<file path="src/rtl/vga_image_blitter_if.sv">
// Configuration handshake bundle for the image blitter: a single-word offer
// (position, scale, colour key, background) with valid/ready flow control.
interface vga_image_blitter_if #(
  parameter int unsigned COORD_W = 10,
  parameter int unsigned COLOR_W = 8
);
  logic               cfg_valid;
  logic               cfg_ready;
  logic [COORD_W-1:0] cfg_pos_x;
  logic [COORD_W-1:0] cfg_pos_y;
  logic [1:0]         cfg_scale;
  logic               cfg_key_en;
  logic [COLOR_W-1:0] cfg_bg_color;

  modport master (
    output cfg_valid, cfg_pos_x, cfg_pos_y, cfg_scale, cfg_key_en, cfg_bg_color,
    input  cfg_ready
  );

  modport slave (
    input  cfg_valid, cfg_pos_x, cfg_pos_y, cfg_scale, cfg_key_en, cfg_bg_color,
    output cfg_ready
  );
endinterface

</file>
<file path="src/rtl/vga_image_blitter.sv">
// Maps the VGA scan position onto a ROM-stored image with runtime position,
// integer upscale and colour-key transparency. The colour/window pipeline is
// latency-matched to the synchronous ROM. New configuration is staged in a
// pending slot and only takes effect at a frame start, so a frame never tears.
module vga_image_blitter #(
  parameter int unsigned        COORD_W   = 10,
  parameter int unsigned        COLOR_W   = 8,
  parameter int unsigned        ADDR_W    = 17,
  parameter int unsigned        IMG_W     = 320,
  parameter int unsigned        IMG_H     = 240,
  parameter int unsigned        H_ACTIVE  = 640,
  parameter int unsigned        V_ACTIVE  = 480,
  parameter int unsigned        DEF_X     = 160,
  parameter int unsigned        DEF_Y     = 120,
  parameter int unsigned        ROM_LAT   = 1,
  parameter logic [COLOR_W-1:0] KEY_COLOR = 8'hE3
) (
  input  logic                clock,
  input  logic                reset,
  input  logic [COORD_W-1:0]  next_x,
  input  logic [COORD_W-1:0]  next_y,
  vga_image_blitter_if.slave  cfg,
  output logic [ADDR_W-1:0]   rom_address,
  input  logic [COLOR_W-1:0]  rom_data,
  output logic [COLOR_W-1:0]  color_out,
  output logic                in_image
);

  // Window arithmetic is widened so pos + (IMG_W << 2) cannot wrap.
  localparam int unsigned WW = COORD_W + 3;

  typedef enum logic [0:0] {StIdle, StPend} cfg_state_e;

  cfg_state_e state_q, state_d;
  logic       cfg_ready;
  logic       accept;
  logic       apply;
  logic       frame_start;

  // Pending slot
  logic [COORD_W-1:0] pend_pos_x_q, pend_pos_y_q;
  logic [1:0]         pend_scale_q;
  logic               pend_key_en_q;
  logic [COLOR_W-1:0] pend_bg_q;

  // Active configuration
  logic [COORD_W-1:0] pos_x_q, pos_y_q;
  logic [1:0]         scale_q;
  logic               key_en_q;
  logic [COLOR_W-1:0] bg_q;

  // Configuration seen by the pixel being sampled this cycle
  logic [COORD_W-1:0] cur_pos_x, cur_pos_y;
  logic [1:0]         cur_scale, eff_scale;
  logic               cur_key_en;
  logic [COLOR_W-1:0] cur_bg;

  logic [WW-1:0]      x_w, y_w, px_w, py_w, end_x, end_y, dx, dy;
  logic               in_win;
  logic [ADDR_W-1:0]  addr_calc;

  logic [ADDR_W-1:0]                addr_q;
  logic [ROM_LAT:0]                 win_pipe_q;
  logic [ROM_LAT:0]                 key_pipe_q;
  logic [ROM_LAT:0][COLOR_W-1:0]    bg_pipe_q;
  logic [COLOR_W-1:0]               color_d, color_q;
  logic                             img_d, img_q;

  assign frame_start = (next_x == '0) && (next_y == '0);
  assign accept      = cfg.cfg_valid && cfg_ready;
  assign cfg.cfg_ready = cfg_ready;

  // Config FSM state register
  always_ff @(posedge clock) begin
    if (reset) state_q <= StIdle;
    else       state_q <= state_d;
  end

  // Config FSM next state: idle until an offer lands, pending until a frame start
  always_comb begin
    state_d = state_q;
    unique case (state_q)
      StIdle:  if (cfg.cfg_valid) state_d = StPend;
      StPend:  if (frame_start)   state_d = StIdle;
      default: state_d = StIdle;
    endcase
  end

  // Config FSM outputs; an offer accepted on a frame start is still in StIdle
  // that cycle, so it naturally waits for the following frame start.
  always_comb begin
    cfg_ready = (state_q == StIdle);
    apply     = (state_q == StPend) && frame_start;
  end

  // Capture the offered word into the pending slot
  always_ff @(posedge clock) begin
    if (reset) begin
      pend_pos_x_q  <= '0;
      pend_pos_y_q  <= '0;
      pend_scale_q  <= '0;
      pend_key_en_q <= 1'b0;
      pend_bg_q     <= '0;
    end else if (accept) begin
      pend_pos_x_q  <= cfg.cfg_pos_x;
      pend_pos_y_q  <= cfg.cfg_pos_y;
      pend_scale_q  <= cfg.cfg_scale;
      pend_key_en_q <= cfg.cfg_key_en;
      pend_bg_q     <= cfg.cfg_bg_color;
    end
  end

  // Promote the pending word to the active registers at frame start
  always_ff @(posedge clock) begin
    if (reset) begin
      pos_x_q  <= COORD_W'(DEF_X);
      pos_y_q  <= COORD_W'(DEF_Y);
      scale_q  <= '0;
      key_en_q <= 1'b0;
      bg_q     <= '0;
    end else if (apply) begin
      pos_x_q  <= pend_pos_x_q;
      pos_y_q  <= pend_pos_y_q;
      scale_q  <= pend_scale_q;
      key_en_q <= pend_key_en_q;
      bg_q     <= pend_bg_q;
    end
  end

  // Bypass the pending word on the frame-start pixel so the whole new frame,
  // including (0,0), uses the new configuration.
  always_comb begin
    if (apply) begin
      cur_pos_x  = pend_pos_x_q;
      cur_pos_y  = pend_pos_y_q;
      cur_scale  = pend_scale_q;
      cur_key_en = pend_key_en_q;
      cur_bg     = pend_bg_q;
    end else begin
      cur_pos_x  = pos_x_q;
      cur_pos_y  = pos_y_q;
      cur_scale  = scale_q;
      cur_key_en = key_en_q;
      cur_bg     = bg_q;
    end
    eff_scale = (cur_scale == 2'd3) ? 2'd2 : cur_scale;
  end

  // Window test and ROM address for the sampled coordinate
  always_comb begin
    x_w   = WW'(next_x);
    y_w   = WW'(next_y);
    px_w  = WW'(cur_pos_x);
    py_w  = WW'(cur_pos_y);
    end_x = px_w + (WW'(IMG_W) << eff_scale);
    end_y = py_w + (WW'(IMG_H) << eff_scale);
    in_win = (x_w >= px_w) && (x_w < end_x) && (x_w < WW'(H_ACTIVE)) &&
             (y_w >= py_w) && (y_w < end_y) && (y_w < WW'(V_ACTIVE));
    dx = (x_w - px_w) >> eff_scale;
    dy = (y_w - py_w) >> eff_scale;
    addr_calc = ADDR_W'(dy) * ADDR_W'(IMG_W) + ADDR_W'(dx);
  end

  // Stage 1 plus ROM_LAT delay stages for the side-band that rides with the read
  always_ff @(posedge clock) begin
    if (reset) begin
      addr_q     <= '0;
      win_pipe_q <= '0;
      key_pipe_q <= '0;
      bg_pipe_q  <= '0;
    end else begin
      if (in_win) addr_q <= addr_calc;
      win_pipe_q <= {win_pipe_q[ROM_LAT-1:0], in_win};
      key_pipe_q <= {key_pipe_q[ROM_LAT-1:0], cur_key_en};
      bg_pipe_q  <= {bg_pipe_q[ROM_LAT-1:0], cur_bg};
    end
  end

  // Colour select: background outside the window or on a keyed pixel
  always_comb begin
    color_d = bg_pipe_q[ROM_LAT];
    img_d   = 1'b0;
    if (win_pipe_q[ROM_LAT] && !(key_pipe_q[ROM_LAT] && (rom_data == KEY_COLOR))) begin
      color_d = rom_data;
      img_d   = 1'b1;
    end
  end

  // Output stage register
  always_ff @(posedge clock) begin
    if (reset) begin
      color_q <= '0;
      img_q   <= 1'b0;
    end else begin
      color_q <= color_d;
      img_q   <= img_d;
    end
  end

  assign rom_address = addr_q;
  assign color_out   = color_q;
  assign in_image    = img_q;

endmodule
</file>
<file path="src/flat_wrapper.sv">
// flat-port wrapper written by rule: the top's interface ports become plain ports
module vga_image_blitter_flat 
#(
  parameter int unsigned        COORD_W   = 10,
  parameter int unsigned        COLOR_W   = 8,
  parameter int unsigned        ADDR_W    = 17,
  parameter int unsigned        IMG_W     = 320,
  parameter int unsigned        IMG_H     = 240,
  parameter int unsigned        H_ACTIVE  = 640,
  parameter int unsigned        V_ACTIVE  = 480,
  parameter int unsigned        DEF_X     = 160,
  parameter int unsigned        DEF_Y     = 120,
  parameter int unsigned        ROM_LAT   = 1,
  parameter logic [COLOR_W-1:0] KEY_COLOR = 8'hE3
)
  (clock, reset, next_x, next_y, rom_address, rom_data, color_out, in_image, cfg_cfg_valid, cfg_cfg_pos_x, cfg_cfg_pos_y, cfg_cfg_scale, cfg_cfg_key_en, cfg_cfg_bg_color, cfg_cfg_ready);
  vga_image_blitter_if #(.COORD_W(COORD_W), .COLOR_W(COLOR_W)) cfg_i ();
  input  logic clock;
  input  logic reset;
  input  logic [COORD_W-1:0] next_x;
  input  logic [COORD_W-1:0] next_y;
  output logic [ADDR_W-1:0] rom_address;
  input  logic [COLOR_W-1:0] rom_data;
  output logic [COLOR_W-1:0] color_out;
  output logic in_image;
  input wire logic [$bits(cfg_i.cfg_valid)-1:0] cfg_cfg_valid;
  input wire logic [$bits(cfg_i.cfg_pos_x)-1:0] cfg_cfg_pos_x;
  input wire logic [$bits(cfg_i.cfg_pos_y)-1:0] cfg_cfg_pos_y;
  input wire logic [$bits(cfg_i.cfg_scale)-1:0] cfg_cfg_scale;
  input wire logic [$bits(cfg_i.cfg_key_en)-1:0] cfg_cfg_key_en;
  input wire logic [$bits(cfg_i.cfg_bg_color)-1:0] cfg_cfg_bg_color;
  output wire logic [$bits(cfg_i.cfg_ready)-1:0] cfg_cfg_ready;
  assign cfg_i.cfg_valid = cfg_cfg_valid;
  assign cfg_i.cfg_pos_x = cfg_cfg_pos_x;
  assign cfg_i.cfg_pos_y = cfg_cfg_pos_y;
  assign cfg_i.cfg_scale = cfg_cfg_scale;
  assign cfg_i.cfg_key_en = cfg_cfg_key_en;
  assign cfg_i.cfg_bg_color = cfg_cfg_bg_color;
  assign cfg_cfg_ready = cfg_i.cfg_ready;
  vga_image_blitter #(.COORD_W(COORD_W), .COLOR_W(COLOR_W), .ADDR_W(ADDR_W), .IMG_W(IMG_W), .IMG_H(IMG_H), .H_ACTIVE(H_ACTIVE), .V_ACTIVE(V_ACTIVE), .DEF_X(DEF_X), .DEF_Y(DEF_Y), .ROM_LAT(ROM_LAT), .KEY_COLOR(KEY_COLOR)) u_core (.clock(clock), .reset(reset), .next_x(next_x), .next_y(next_y), .cfg(cfg_i), .rom_address(rom_address), .rom_data(rom_data), .color_out(color_out), .in_image(in_image));
endmodule
</file>
<file path="config.mk">
export PLATFORM = sky130hd
export DESIGN_NAME = vga_image_blitter_flat
export DESIGN_NICKNAME = d
export VERILOG_FILES = /design/src/rtl/vga_image_blitter_if.sv /design/src/rtl/vga_image_blitter.sv /design/src/flat_wrapper.sv
export SDC_FILE = /design/constraint.sdc
export NUM_CORES = 1
export LEC_CHECK = 0
export CAP_MARGIN = 0
export CORE_MARGIN = 2
export CORE_UTILIZATION = 40
export CTS_CLUSTER_SIZE = 20
export DETAILED_ROUTE_END_ITERATION = 10
export GPL_ROUTABILITY_DRIVEN = 0
export PLACE_DENSITY = 0.6
export SKIP_LAST_GASP = 1
export SYNTH_ARGS = -nofsm -noshare
export SYNTH_HDL_FRONTEND = slang
export SYNTH_SLANG_ARGS = --single-unit
</file>
<file path="constraint.sdc">
create_clock -name clock -period 13.5 [get_ports clock]
set_input_delay 2.7 -clock clock [delete_from_list [all_inputs] [get_ports clock]]
set_output_delay 2.7 -clock clock [all_outputs]
set_load 0.005 [all_outputs]
</file>
==> flow_summary_export.csv, run 1 <==
group,metric,value,unit
setup_path,cp-startpoint,"next_y[4]",
synth,syn-instance-count,751,
job,cap_violations,0,
synth,synth-simple-area-share,0.198,
outcome,status,"finished, final reports clean",
routing,route.detailed.drc,0,
routing,viasPerCell,5.41,
synth,yosysMostFrequentCell,"nand2_1",
layout,drive_above_1_share,0.0411,
setup_path,endpoint,"u_core.rom_address[16]$_SDFFE_PP0P_",
layout,finish.utilization,0.493,
synth,synth_async_sr_flop_share,0,
cts,cts-root-buf,"clkbuf_16",
routing,routed-via-count,5488,
setup_path,crit_required,13.70,ns
routing,drt_iter0_drc,306,
setup_path,worst_setup_path_start_kind,"input port",
synth,yosysSeqAreaShare,0.326,
floorplanning,placementRows,45,
synth,synth_common_cells,"nand2_1 (110), dfxtp_1 (100), a21oi_1 (76)",
floorplanning,dieArea,16300,sq um
cts,cts_tree,"built",
synth,synth-main-ff-cell,"dfxtp_1",
synth,synth_xor_area_frac,0.0408,
cts,post_cts_resized,0,
floorplanning,die_h,128,microns
routing,dr.pass1.iters,4,
routing,routedWlPerCell,15.5,microns
placed_design,hpwl,12200,microns
pwr,netSwitchingFraction,0.294,
sta,finalSetupViolCount,0,
global_route,grt_max_degree,101,
global_route,antenna_found_initial,0,
layout,num_antenna_cells,0,
synth,syn_area,6140,sq um
synth,avgSynthCellArea,8.17,sq um
sta,finalCritPeriodShare,0.708,
setup_path,arrival,9.76,ns
sta,fin_crit,9.56,ns
synth,synthTopCellsByArea,"dfxtp_1 (33%), ha_1 (12%), nand2_1 (6.7%)",
synth,synth_seq_cells,100,
routing,wirelength,15700,microns
hold_path,min_path_type,"flop to flop",
pwr,power_frac_comb,0.236,
pwr,power_density,96.7,nW/um^2
global_route,grt_pass1_vias,5222,
pwr,pwr-share-seq,0.425,
sta,grt_setup_unrepaired,"false",
global_route,grtUsageTotal,0.198,
cts,ctsHoldBuffers,0,
synth,syn_nets,879,
synth,synth_compound_area_frac,0.175,
setup_path,rrSetupSlack,6.77,ns
floorplanning,chipWidth,128,microns
global_route,overflow,0,
synth,synth.top_cell.area_share,0.326,
setup_path,crit_type,"input port to flop",
layout,fill_cells,1488,
synth,synth_top_family_by_area,"simple AND/OR/NAND/NOR gates",
pwr,ir_worst_vdd,0.113,mV
synth,yosys_warnings,0,
routing,ant_nets,0,
setup_path,path_max_fanout,33,
floorplanning,io_pins,89,
cts,path_clk_slew,0.07,ns
pwr,leakage,3.03,nW
global_route,grt_pass1_wl,25900,microns
synth,synth_edf_count,0,
setup_path,worst_r2r_path_depth,27,
layout,finalNetCount,950,
placed_design,numPortBuffers,88,
sta,setup-tns-final,0,ns
floorplanning,floorplan.initialDensity,0.407,
cts,htree_levels,3,
pwr,p_clk_frac,0.339,
pwr,internal_power,508,uW
cts,cts.path.max_buffers,2,
synth,synth_cell_types,52,
hold_path,hp-start,"u_core.bg_pipe_q[11]$_SDFF_PP0_",
setup_path,r2r_end,"u_core.rom_address[16]$_SDFFE_PP0P_",
cts,cts_buffers,9,
layout,multi_input_area,3860,sq um
cts,worstSkewPairLatency,0.35,ns
synth,synthMuxAreaShare,0.0726,
sta,maxSlewViolCount,0,
pwr,power.switching,211,uW
sta,slew_headroom,0.199,
sta,skew,0.0110,ns
layout,syn_to_final_growth,21.2,%
sta,timing_hold_violations_final,0,
sta,worst_pin_slew,1.20,ns
sta,fmax,0.105,GHz
cts,cts_setup_buffers,0,
setup_path,end_kind,"flop",
cts,cts_sinks,100,
layout,regArea,2000,sq um
floorplanning,core_area,15100,sq um
setup_path,r2r_start,"u_core.state_q$_SDFF_PP0_",
synth,yosysTopAreaCell,"dfxtp_1",
synth,synth_fa_ha_area_frac,0.142,
[power by group through the flow]
stage	Clock (mW)	Sequential, mW	Combinational, mW
floorplan	0	0.311	0.115
global placement	0	0.313	0.166
detailed placement	0	0.313	0.169
CTS	0.251	0.306	0.170
global route	0.265	0.307	0.191
finish	0.244	0.306	0.170
[how the worst min path moves through the flow]
stage	to	slack, ns	depth (start not counted)
after detailed placement	u_core.win_pipe_q[1]$_SDFF_PP0_	0.43	1
after floorplan	u_core.win_pipe_q[1]$_SDFF_PP0_	0.41	1
after global routing	u_core.color_out[3]$_SDFF_PP0_	0.46	2
after CTS	u_core.color_out[3]$_SDFF_PP0_	0.44	2
after global placement	u_core.color_out[2]$_SDFF_PP0_	0.43	2
final	u_core.color_out[3]$_SDFF_PP0_	0.44	2
[stage by stage]
stage,instances,hold slack (ns),power (mW),setup WS (ns),instance area [sq um]
global placement,999,0.433,0.479,3.68,7150
global route,1015,0.456,0.763,3.50,7440
finish,1015,0.440,0.719,3.94,7440
floorplan,751,0.414,0.427,5.19,6140
CTS,1015,0.444,0.727,4.03,7440
detailed placement,999,0.428,0.482,3.69,7150
[flip-flops by register name, indices dropped and copies added (netlist names), 8 cells and up]
| name | cells |
|---|---|
| u_core.rom_address | 17 |
| u_core.bg_pipe_q | 16 |
| u_core.pend_pos_x_q | 10 |
| u_core.pend_pos_y_q | 10 |
| u_core.pos_x_q | 10 |
| u_core.pos_y_q | 10 |
| u_core.color_out | 8 |
| u_core.pend_bg_q | 8 |
[cells by family (layout without fill, tap and decap cells)]
family / count (synthesis) / count (layout)
AOI/OAI and AO/OA: 178 / 178
and+or+nand+nor: 264 / 264
DFF: 100 / 100
muxes: 43 / 43
xor gates and xnor gates: 27 / 27
buffers and inverters: 73 / 149
adders and majority gates: 66 / 66
[final cells by class]
class	instances	share of cell area
clock buffer	9	0.0303
sequential	100	0.269
timing repair buffer	92	0.122
tap	188	0.0316
multi-input combinational	578	0.519
clock inverter	7	0.00774
inverter	41	0.0207
[critical path, cell delays in order]
cell and delay [ns]:
clkdlybuf4s50_1 0.46, nor4_1 0.62, nand4_1 0.31, nor2_4 0.16
buf_4 0.48, mux2i_1 0.42, ha_1 0.32, nor2b_1 0.15
o31a_1 0.29, o21ai_0 0.23, a21oi_1 0.13, nor2_1 0.24
nand2_1 0.09, and3_1 0.19, a21oi_1 0.24, ha_1 0.22
inv_1 0.07, fa_1 0.52, inv_1 0.04, ha_1 0.30
o21ai_0 0.08, a21oi_1 0.16, o21ai_0 0.12, a21oi_1 0.28
o2111ai_1 0.17, xnor3_1 0.41, xnor2_1 0.25, a211oi_1 0.11
[routing by layer]
layer | vias to the layer above | routed length [microns] | global-route usage | part of all wire
li1 | 2764 | - | - | -
met1 | 2576 | 7510 | 0.266 | 0.48
met2 | 127 | 7210 | 0.320 | 0.46
met3 | 21 | 719 | 0.0422 | 0.046
met4 | 0 | 275 | 0.0621 | 0.018
met5 | - | 0 | 0 | 0
[cells in the final DEF (no fill, tap or decap), types with 12 or more instances in the layout]
cell type        count
a21o_1              12
a21oi_1             76
clkdlybuf4s50_1     87
dfxtp_1            100
ha_1                60
inv_1               40
mux2i_1             37
nand2_1            110
nand3_1             19
nor2_1              65
nor2b_1             18
o21ai_0             38
xnor2_1             19
Power figures use the tool's default switching activity.
==> inputs of run 2 (changes only) <==
--- a/config.mk
+++ b/config.mk
@@ -11,7 +11,7 @@
 export CTS_CLUSTER_SIZE = 20
 export DETAILED_ROUTE_END_ITERATION = 10
 export GPL_ROUTABILITY_DRIVEN = 0
-export PLACE_DENSITY = 0.6
+export PLACE_DENSITY = 0.62
 export SKIP_LAST_GASP = 1
 export SYNTH_ARGS = -nofsm -noshare
 export SYNTH_HDL_FRONTEND = slang
==> constraint.sdc (replaced) <==
create_clock -name clock -period 8.41 [get_ports clock]
set_input_delay 1.682 -clock clock [delete_from_list [all_inputs] [get_ports clock]]
set_output_delay 1.682 -clock clock [all_outputs]
set_load 0.005 [all_outputs]
==> run 2 against run 1 <==
  * Non-clock buffer count up 9
  * Global-route usage down 0.48 points
  * Design area up 1.3%
  * Worst setup slack worse by 3.3 ns
  * Wire length down 0.64%
  * Register-to-register slack worse by 4.7 ns
  * Die area unchanged
  * Power up 66%
==> flow_summary_export.csv, run 2 (synthesis gave the netlist of run 1 again) <==
group,metric,value,unit
sta,timing_hold_violations_final,0,
global_route,antenna_found_initial,0,
global_route,grtUsageTotal,0.193,
sta,skew,0.00808,ns
outcome,status,"finished, final reports clean",
layout,final_common_cell,"nand2_1",
cts,cts_buffers,9,
setup_path,r2r_start,"u_core.state_q$_SDFF_PP0_",
setup_path,r2r_end,"u_core.rom_address[16]$_SDFFE_PP0P_",
pwr,netSwitchingFraction,0.287,
routing,ant_nets,0,
sta,slew_headroom,0.246,
sta,grt_setup_unrepaired,"false",
layout,drive_above_1_share,0.0514,
sta,finalCritPeriodShare,0.929,
global_route,grt_pass1_wl,25600,microns
layout,multi_input_area,3860,sq um
layout,syn_to_final_growth,22.8,%
setup_path,max_stage_delay,0.51,ns
floorplanning,die_h,128,microns
routing,routedWlPerCell,15.2,microns
layout,layout_common_cells,"nand2_1 (110), dfxtp_1 (100), clkdlybuf4s50_1 (87)",
pwr,ir_worst_vdd,0.0944,mV
pwr,power_frac_comb,0.226,
job,cap_violations,0,
setup_path,path_max_fanout,29,
routing,route.detailed.drc,0,
global_route,grt_pass1_vias,5307,
cts,cts_setup_buffers,0,
routing,routed-via-count,5471,
routing,viasPerCell,5.34,
routing,wirelength,15600,microns
floorplanning,placementRows,45,
setup_path,arrival,8.08,ns
layout,largest_reg_flops,17,
pwr,power_density,158,nW/um^2
placed_design,placed_area,7220,sq um
routing,drt_iter0_drc,255,
hold_path,hold_end,"u_core.color_out[2]$_SDFF_PP0_",
floorplanning,dieArea,16300,sq um
hold_path,hp-start,"u_core.bg_pipe_q[10]$_SDFF_PP0_",
pwr,p_clk_frac,0.362,
setup_path,rrSetupSlack,2.08,ns
floorplanning,floorplan.initialDensity,0.407,
setup_path,worst_setup_path_start_kind,"input port",
layout,stdcell_area,7540,sq um
cts,cts_sinks,100,
sta,finalSetupViolCount,0,
cts,cts.path.max_buffers,2,
setup_path,path_common_cell,"a21oi_1",
routing,dr.pass1.iters,4,
setup_path,crit_type,"input port to flop",
hold_path,holdPathStages,2,
sta,fin_crit,7.81,ns
setup_path,end_kind,"flop",
pwr,internal_power,849,uW
layout,regArea,2000,sq um
global_route,overflow,0,
global_route,grt_max_degree,101,
floorplanning,core_area,15100,sq um
pwr,pwr-share-seq,0.412,
cts,htree_levels,3,
sta,maxSlewViolCount,0,
cts,path_clk_slew,0.07,ns
floorplanning,io_pins,89,
floorplanning,chipWidth,128,microns
setup_path,worst_path_max_delay_cell,"clkdlybuf4s50_1",
setup_path,crit_required,8.67,ns
placed_design,hpwl,12300,microns
setup_path,worst_r2r_path_depth,24,
pwr,leakage,3.09,nW
layout,finalNetCount,959,
placed_design,numPortBuffers,88,
cts,worstSkewPairLatency,0.35,ns
layout,num_antenna_cells,0,
hold_path,min_path_type,"flop to flop",
cts,post_cts_resized,0,
sta,worst_pin_slew,1.13,ns
cts,ctsHoldBuffers,0,
sta,fmax,0.128,GHz
cts,cts_tree,"built",
pwr,power.switching,342,uW
layout,fill_cells,1446,
sta,setup-tns-final,0,ns
cts,cts-root-buf,"clkbuf_16",
[run 2: changes by cell type in the layout (fill, tap and decap cells not counted)]
cell	before	now
buf_4	4	13
bufinv_16	0	1
clkinv_2	1	0
clkinvlp_4	2	1
inv_6	2	1
inv_8	1	3
[run 2: area by class of cell]
type,count,share of cell area
multi-input combinational,578,0.512
sequential,100,0.266
timing repair buffer,101,0.129
tap,188,0.0312
clock buffer,9,0.0299
inverter,41,0.0204
clock inverter,7,0.0118
[run 2: metal layers]
metal,track usage,routed length [microns],vias to the layer above
li1,-,-,2781
met1,0.249,7220,2524
met2,0.325,7270,135
met3,0.0338,675,31
met4,0.0724,448,0
met5,0,0,-
[run 2: critical path: cells and delay by family]
family | cells | cell delay (ns)
xor+xnor | 2 | 0.52
compound gates | 10 | 1.65
buf+inv | 2 | 0.97
mux | 2 | 0.74
simple gates | 6 | 1.41
fa+ha+maj | 3 | 1.07
[run 2: stage by stage]
step / setup slack, ns / instances / utilization / hold WS [ns] / power (mW)
finish: 0.596 / 1024 / 0.499 / 0.441 / 1.19
global route: 0.0568 / 1024 / 0.499 / 0.470 / 1.26
CTS: 0.626 / 1024 / 0.499 / 0.446 / 1.20
detailed placement: 0.273 / 1008 / 0.479 / 0.436 / 0.768
global placement: 0.424 / 1008 / 0.479 / 0.435 / 0.762
floorplan: 1.11 / 751 / - / 0.414 / 0.685
[run 2: worst max-delay path by stage]
stage / slack (ns) / from / to
2_1_floorplan: 1.11 / next_x[1] / u_core.rom_address[16]$_SDFFE_PP0P_
3_3_place_gp: 0.42 / next_x[6] / u_core.rom_address[16]$_SDFFE_PP0P_
3_5_place_dp: 0.27 / next_x[6] / u_core.rom_address[16]$_SDFFE_PP0P_
4_1_cts: 0.63 / next_x[6] / u_core.rom_address[16]$_SDFFE_PP0P_
5_1_grt: 0.06 / next_y[7] / u_core.rom_address[16]$_SDFFE_PP0P_
6_report: 0.60 / next_x[6] / u_core.rom_address[16]$_SDFFE_PP0P_
[run 2: power by group through the flow]
| stage | logic (mW) | registers, mW | clock network [mW] |
|---|---|---|---|
| 5_1_grt | 0.300 | 0.492 | 0.464 |
| 3_5_place_dp | 0.266 | 0.502 | 0 |
| 6_report | 0.269 | 0.491 | 0.431 |
| 4_1_cts | 0.268 | 0.491 | 0.445 |
| 2_1_floorplan | 0.185 | 0.500 | 0 |
| 3_3_place_gp | 0.260 | 0.502 | 0 |
==> inputs of run 3 (changes only) <==
--- a/config.mk
+++ b/config.mk
@@ -11,8 +11,9 @@
 export CTS_CLUSTER_SIZE = 20
 export DETAILED_ROUTE_END_ITERATION = 10
 export GPL_ROUTABILITY_DRIVEN = 0
-export PLACE_DENSITY = 0.62
+export PLACE_DENSITY = 0.67
 export SKIP_LAST_GASP = 1
 export SYNTH_ARGS = -nofsm -noshare
 export SYNTH_HDL_FRONTEND = slang
 export SYNTH_SLANG_ARGS = --single-unit
+export TNS_END_PERCENT = 10
==> run 3 against run 2 <==
  * First-iteration DRC count up 34%
  * Count of clock-buffer cells in the layout did not move
  * Design area shrank 0.33%
  * Critical path type unchanged
  * Hold slack got worse by 0.0035 ns
  * Sequential cell count is the same
  * Non-clock buffer count is 3 lower
  * Combinational power down 2%
  * Worst setup slack better by 0.086 ns
==> flow_summary_export.csv, run 3 (synthesis gave the netlist of run 1 again) <==
group,metric,value,unit
outcome,status,"finished, final reports clean",
cts,cts_buffers,9,
pwr,ir_worst_vdd,0.119,mV
routing,wirelength,14600,microns
setup_path,worst_path_max_delay_cell,"clkdlybuf4s50_1",
layout,drive_above_1_share,0.0480,
cts,cts_sinks,100,
global_route,grt_use_met2,0.295,
pwr,power_frac_comb,0.225,
pwr,power.switching,348,uW
placed_design,dp.cells,1005,
cts,cts_tree,"built",
routing,route.detailed.drc,0,
setup_path,worst_setup_path_start_kind,"input port",
cts,ctsHoldBuffers,0,
floorplanning,die_h,128,microns
sta,setup-tns-final,0,ns
setup_path,crit_type,"input port to flop",
setup_path,end_kind,"flop",
pwr,internal_power,823,uW
layout,largest_reg_flops,17,
routing,ant_nets,0,
routing,drt_iter0_drc,341,
floorplanning,placementRows,45,
pwr,pwr-share-seq,0.419,
cts,path_clk_slew,0.07,ns
pwr,p_clk_frac,0.356,
cts,cts_setup_buffers,0,
global_route,grt_busiest_layer,"met2",
sta,grt_setup_unrepaired,"false",
layout,num_antenna_cells,0,
setup_path,max_stage_delay,0.52,ns
sta,finalSetupViolCount,0,
pwr,leakage,3.08,nW
setup_path,path_max_fanout,29,
sta,fin_crit,7.73,ns
setup_path,critPathBufInv,2,
global_route,overflow,0,
setup_path,arrival,7.99,ns
placed_design,numPortBuffers,88,
global_route,grt_max_degree,101,
setup_path,crit_required,8.68,ns
cts,cts.path.max_buffers,2,
job,cap_violations,0,
sta,fmax,0.129,GHz
layout,finalNetCount,956,
routing,routedWlPerCell,14.3,microns
sta,finalCritPeriodShare,0.919,
floorplanning,dieArea,16300,sq um
floorplanning,floorplan.initialDensity,0.407,
routing,viasPerCell,5.17,
setup_path,rrSetupSlack,2.23,ns
sta,timing_hold_violations_final,0,
floorplanning,io_pins,89,
routing,dr.pass1.iters,5,
floorplanning,core_area,15100,sq um
global_route,use_met1,0.244,
global_route,antenna_found_initial,0,
hold_path,min_path_type,"flop to flop",
pwr,power_density,156,nW/um^2
global_route,grt_pass1_vias,4792,
routing,routed-via-count,5283,
cts,post_cts_resized,0,
layout,final_common_cell,"nand2_1",
layout,syn_to_final_growth,22.4,%
setup_path,path_common_cell,"a21oi_1",
cts,worstSkewPairLatency,0.36,ns
cts,cts-root-buf,"clkbuf_16",
layout,layout_common_cells,"nand2_1 (110), dfxtp_1 (100), clkdlybuf4s50_1 (87)",
layout,finish.utilization,0.498,
global_route,grtUsageTotal,0.181,
floorplanning,chipWidth,128,microns
sta,skew,0.0144,ns
sta,maxSlewViolCount,0,
global_route,met3_usage,0.0309,
sta,hold_ws,0.437,ns
placed_design,hpwl,11200,microns
layout,fill_cells,1467,
cts,htree_levels,3,
setup_path,cp_top_family,"compound AO/OA/AOI/OAI gates",
layout,final_cells,1021,
global_route,grt_pass1_wl,23800,microns
sta,worst_pin_slew,1.24,ns
sta,slew_headroom,0.173,
pwr,netSwitchingFraction,0.297,
==> run 3: cell type report <==
type	count	area, sq um	share of cell area
sequential	100	2000	0.267
tap	188	235	0.0313
inverter	41	154	0.0205
timing repair buffer	98	951	0.127
clock buffer	9	225	0.0300
multi-input combinational	578	3860	0.514
clock inverter	7	86.3	0.0115
==> run 3: metrics by stage <==
stage               area [sq um]  total power [mW]  worst slack [ns]
floorplan                   6140             0.685              1.11
global placement            7200             0.762             0.481
detailed placement          7200             0.763             0.371
CTS                         7510              1.18             0.739
global route                7510              1.24             0.259
finish                      7510              1.17             0.682
==> run 3: final timing paths <==
| path | startpoint | to | cells past startpoint |
|---|---|---|---|
| setup reg to reg | u_core.state_q$_SDFF_PP0_ | u_core.rom_address[16]$_SDFFE_PP0P_ | 24 |
| setup / recovery | next_x[1] | u_core.rom_address[16]$_SDFFE_PP0P_ | 25 |
| hold / removal | u_core.win_pipe_q[0]$_SDFF_PP0_ | u_core.win_pipe_q[1]$_SDFF_PP0_ | 1 |
| hold reg to reg | u_core.win_pipe_q[0]$_SDFF_PP0_ | u_core.win_pipe_q[1]$_SDFF_PP0_ | 1 |
==> run 3: layer usage <==
metal	vias to the layer above	part of all wire
met5	-	0
met2	95	0.46
met1	2398	0.49
met4	0	0.014
li1	2778	-
met3	12	0.037
==> run 3: power by group through the flow <==
stage	Sequential (mW)	Combinational (mW)	Clock [mW]
after floorplan	0.500	0.185	0
after global placement	0.502	0.261	0
after detailed placement	0.502	0.261	0
after CTS	0.491	0.263	0.428
after global routing	0.492	0.298	0.447
final	0.491	0.263	0.417
